File: config.mk
export PLATFORM = sky130hd
export DESIGN_NAME = cpu_prog_feeder
export DESIGN_NICKNAME = d
export VERILOG_FILES = /design/src/rtl/cpu_defs_pkg.sv /design/src/rtl/prog_buf.sv /design/src/rtl/cpu_prog_feeder.sv
export SDC_FILE = /design/constraint.sdc
export NUM_CORES = 1
export LEC_CHECK = 0
export ABC_CLOCK_PERIOD_IN_PS = 3740
export BUFFER_PORTS_ARGS = -buffer_cell sky130_fd_sc_hd__buf_2
export CAP_MARGIN = 5
export CORE_ASPECT_RATIO = 1.25
export CORE_MARGIN = 2
export CORE_UTILIZATION = 61
export DETAILED_ROUTE_END_ITERATION = 8
export PLACE_DENSITY = 0.79
export SETUP_SLACK_MARGIN = 0.1
export SKIP_LAST_GASP = 1
export SLEW_MARGIN = 5
export SYNTH_ARGS = -nofsm -noshare
export SYNTH_HDL_FRONTEND = slang
export SYNTH_SLANG_ARGS = --single-unit
File: constraint.sdc
create_clock -name clock -period 3.74 [get_ports clock]
set_clock_uncertainty 0.2 [all_clocks]
set_input_delay 0.187 -clock clock [delete_from_list [all_inputs] [get_ports clock]]
set_output_delay 0.187 -clock clock [all_outputs]
set_load 0.02 [all_outputs]
File: src/rtl/cpu_defs_pkg.sv
// cpu_defs_pkg: instruction encodings and feeder FSM states shared with the CPU core
package cpu_defs_pkg;
  localparam int INSTR_W = 16;
  localparam logic [4:0] OP_NOP  = 5'b00000;
  localparam logic [4:0] OP_HALT = 5'b00001;
  localparam logic [INSTR_W-1:0] NOP_WORD  = {OP_NOP, 11'b0};
  localparam logic [INSTR_W-1:0] HALT_WORD = {OP_HALT, 11'b0};
  typedef enum logic [1:0] {S_IDLE, S_START, S_FEED, S_DONE} feed_state_t;
  function automatic logic is_halt(input logic [INSTR_W-1:0] w);
    return w[INSTR_W-1 -: 5] == OP_HALT;
  endfunction
endpackage

File: src/rtl/prog_buf.sv
// prog_buf: DEPTH x 16 register-file RAM, synchronous write, asynchronous read
module prog_buf
  import cpu_defs_pkg::*;
#(
  parameter int DEPTH = 16,
  parameter int AW = 4
) (
  input  logic clock,
  input  logic we,
  input  logic [AW-1:0] waddr,
  input  logic [INSTR_W-1:0] wdata,
  input  logic [AW-1:0] raddr,
  output logic [INSTR_W-1:0] rdata
);
  logic [INSTR_W-1:0] mem [DEPTH];
  always_ff @(posedge clock)
    if (we) mem[waddr] <= wdata;
  assign rdata = mem[raddr];
endmodule

File: src/rtl/cpu_prog_feeder.sv
// cpu_prog_feeder: replays a preloaded program onto the CPU instruction inputs,
// one word per unpaused cycle, stopping on and holding the first HALT word.
module cpu_prog_feeder
  import cpu_defs_pkg::*;
#(
  parameter int DEPTH = 16,
  parameter int AW = 4
) (
  input  logic clock,
  input  logic reset,
  input  logic load_we,
  input  logic [AW-1:0] load_addr,
  input  logic [INSTR_W-1:0] load_data,
  input  logic [AW:0] prog_len,
  input  logic run,
  input  logic pause,
  output logic cpu_enable,
  output logic cpu_start,
  output logic [INSTR_W-1:0] i_datain,
  output logic busy,
  output logic done
);
  feed_state_t state, state_n;
  logic [AW:0] len_q, len_n, idx, idx_n, len_sat;
  logic [INSTR_W-1:0] rd_word, word, data_n;
  logic en_n, start_n, busy_n, done_n, idle_like, in_range;
  assign idle_like = state == S_IDLE || state == S_DONE;
  assign in_range = idx < len_q;
  assign len_sat = prog_len > (AW+1)'(DEPTH) ? (AW+1)'(DEPTH) : prog_len;
  assign word = in_range ? rd_word : HALT_WORD;
  prog_buf #(.DEPTH(DEPTH), .AW(AW)) u_buf (
    .clock(clock),
    .we(load_we && idle_like),
    .waddr(load_addr),
    .wdata(load_data),
    .raddr(idx[AW-1:0]),
    .rdata(rd_word)
  );
  // Outputs are registered from the current state, so they trail the state by one edge.
  always_comb begin
    state_n = state;
    len_n = len_q;
    idx_n = idx;
    data_n = i_datain;
    en_n = 1'b0;
    start_n = 1'b0;
    busy_n = 1'b0;
    done_n = 1'b0;
    case (state)
      S_IDLE: data_n = NOP_WORD;
      S_START: begin
        en_n = 1'b1;
        start_n = 1'b1;
        busy_n = 1'b1;
        data_n = NOP_WORD;
        state_n = S_FEED;
      end
      S_FEED: begin
        busy_n = 1'b1;
        if (!pause) begin
          en_n = 1'b1;
          data_n = word;
          idx_n = in_range ? idx + (AW+1)'(1) : idx;
          state_n = (!in_range || is_halt(word)) ? S_DONE : S_FEED;
        end
      end
      default: begin
        en_n = 1'b1;
        done_n = 1'b1;
      end
    endcase
    if (run && idle_like) begin
      state_n = S_START;
      len_n = len_sat;
      idx_n = '0;
    end
  end
  always_ff @(posedge clock or posedge reset) begin
    if (reset) begin
      state <= S_IDLE;
      len_q <= '0;
      idx <= '0;
      cpu_enable <= 1'b0;
      cpu_start <= 1'b0;
      i_datain <= '0;
      busy <= 1'b0;
      done <= 1'b0;
    end else begin
      state <= state_n;
      len_q <= len_n;
      idx <= idx_n;
      cpu_enable <= en_n;
      cpu_start <= start_n;
      i_datain <= data_n;
      busy <= busy_n;
      done <= done_n;
    end
  end
endmodule

==> results.txt <==
Final Max Tran Viols - 0
drt drc - 0
Clk network pwr share - 34.0%
cts repair resizes - 0
wire length per cell - 27.9 um
top cell types by occurrence after synthesis - edfxtp_1 (256), mux4_2 (68), dfrtp_1 (32), nor2_1 (18), a22o_1 (14)
Crit. End Element - flop
Setup CP Type - flop to flop
Synth area leader - edfxtp_1
total gr overflow - 0
diode count - 0
Synth area leaders - edfxtp_1 (69%), mux4_2 (14%), dfrtp_1 (7.1%)
Max-cap violations - 0
root buffer cell - clkbuf_16
latest clock arrival within the worst-skew pair - 0.52 ns
CTS buffer count - 27
Via Count - 5748
Net Sw Frac - 25.8%
syn_nets - 567
crit path time final - 2.94 ns
area occupied by multi-input gates - 0.00259 mm2
Mapped Cells - 528
DP Wirelength - 13400 um
Primary FF master, synth - edfxtp_1
drt first-iter violations - 530
P per Cell Area - 628 mW/mm2
Final Setup Violations - 0
Die Y - 156 um
vias in the first global route - 6010
H-tree depth - 1
die area - 0.0195 mm2
register area share after synthesis - 75.7%
crit start category - flop
setup_tns - 0 ns
LEAKAGE - 4.37 nW
CTS sink count - 288
Core Rows - 55
Max VDD drop - 489 uV
CP arrival - 3.19 ns
Fillers - 1050
layout cell share with drive strength beyond 1 - 32.1%
fin nets - 670
Worst Setup SP - idx[1]
FF-to-FF Start - idx[1]
HP Start - run
core footprint - 0.0181 mm2
DRT antenna net count - 0
pin count of the biggest net entering global routing - 36
outcome - finished clean
worst min path class - input pin to flop
area grow syn2layout - 16.1%
RSZ-0062 raised after global routing - no
P_int - 6.07 mW
FMAX - 340 MHz
All-Layer GR Usage - 25.6%
Util after Layout - 71.9%
Worst Tran Pin Value - 1.13 ns
Data required, critical path - 3.99 ns
Async S/R FF share, synth - 11.1%
syn_area_per_cell - 21.2 um2
slew margin rel. - 24.8%
Yosys top cell area share - 68.5%
Synth Warn # - 0
Gate power share - 18.4%
top-count cell post-synth - edfxtp_1
Reg clk slew, reported paths - 0.06 ns
DR vias/cell - 6.54
Synth Cell Area - 0.0112 mm2
Reg area - 0.00849 mm2
antenna violations before repair - 0
drt total wl - 24600 um
number of synthesized flops with an enable pin - 256
maximum root-to-sink buffer count - 3
routability congestion estimate - 0.794
CTS tree - done
Seq cells post-synth - 288
Die Wd - 125 um
first-pass GRT wire length - 36200 um
initial core utilization - 62.0%
Hold Vio Cnt, Final - 0
Port Buffer Count - 49
Reg power frac - 47.7%
fin crit share - 78.7%
Top Ports - 50
synth unique cells - 45
NetSw - 2.11 mW
drt first pass iters - 5
maximum fanout along the worst path - 34
[registers in the layout (all words and copies together), names as in the netlist]
name / count
len_q: 5
cpu_start: 1
u_buf.mem: 256
cpu_enable: 1
busy: 1
i_datain: 16
state: 2
idx: 5
done: 1
[cell type report]
class,count,area share (%)
Inverter,13,0.375
Tap cell,228,2.19
Timing Repair Buffer,99,5.38
Multi-Input combinational cell,202,19.9
Clock buffer,38,5.74
Clock inverter,11,1.21
Sequential cell,288,65.2
[repair_timing]
item,CTS,global route
hold buffers,27,0
endpoints found under the hold margin,287,0
setup buffers,0,0
[path summary, 6_finish.rpt]
| kind | end | slack [ns] | cells past startpoint |
|---|---|---|---|
| worst max register to register | i_datain[1] | 0.80 | 6 |
| worst max-delay path | i_datain[1] | 0.80 | 6 |
| worst min register to register | i_datain[9] | 0.30 | 1 |
| worst min-delay path | idx[0] | 0.09 | 3 |
| max in group asynchronous | i_datain[1] | 2.35 | 4 |
| min in group asynchronous | i_datain[10] | 0.24 | 3 |
[per-layer routing]
metal,wire length [um],track usage [%],part of all wire [%],up-vias
met5,0,0,0,-
met4,834,9.63,3.4,0
met3,1780,3.36,7.2,65
met2,12400,42.9,50,305
met1,9600,35.5,39,2988
li1,-,-,-,2390
[stage by stage]
step                area [um2]  setup WS, ns  power, mW  hold WS [ns]  instances
floorplan                11200         0.600       4.98        0.0797        528
global placement         11800         0.845       5.37         0.209        803
detailed placement       11800         0.803       5.43         0.230        803
CTS                      13000         0.747       8.23        0.0632        879
global route             13000         0.620       8.46        0.0937        879
finish                   13000         0.797       8.18        0.0866        879
[cells by family after synthesis]
logic type	synth area share, %
buffers and inverters	1.73
adders and majority gates	1.00
and+or+nand+nor	2.63
AOI/OAI and AO/OA	3.19
muxes	15.7
DFF	75.7
xor gates and xnor gates	0.0781
[power groups by stage]
stage	logic, mW	registers, mW	clock network [mW]
3_5_place_dp	1.46	3.97	0
2_1_floorplan	1.08	3.91	0
3_3_place_gp	1.41	3.96	0
5_1_grt	1.60	3.93	2.93
6_report	1.50	3.90	2.78
4_1_cts	1.51	3.91	2.81
[critical path, cell delays in order (launching register included)]
cell and delay, ns:
dfrtp_2 0.95, ha_1 0.37, a21oi_1 0.20, o211ai_2 0.23, nor2_1 0.41, buf_4 0.33
a22o_1 0.18
[cells in the final DEF (no fill, tap or decap), types with 4 or more instances in the layout]
master         instances
a22o_1                14
or3_1                  4
clkbuf_1               8
dlygate4sd3_1         27
bufinv_16              4
nand2b_1               7
nand2_1                7
mux4_2                68
ha_1                   9
nor2_1                 6
mux2i_1               11
clkbuf_16             27
edfxtp_1             256
a21oi_1                9
inv_1                 12
nor3_2                 4
buf_2                 49
mux2_2                 4
dfrtp_1               29
nor2_2                12
buf_4                 22
clkinv_2               6
o21ai_0               10
nand3b_1               4
No activity file was read; power rests on OpenSTA's default activity.
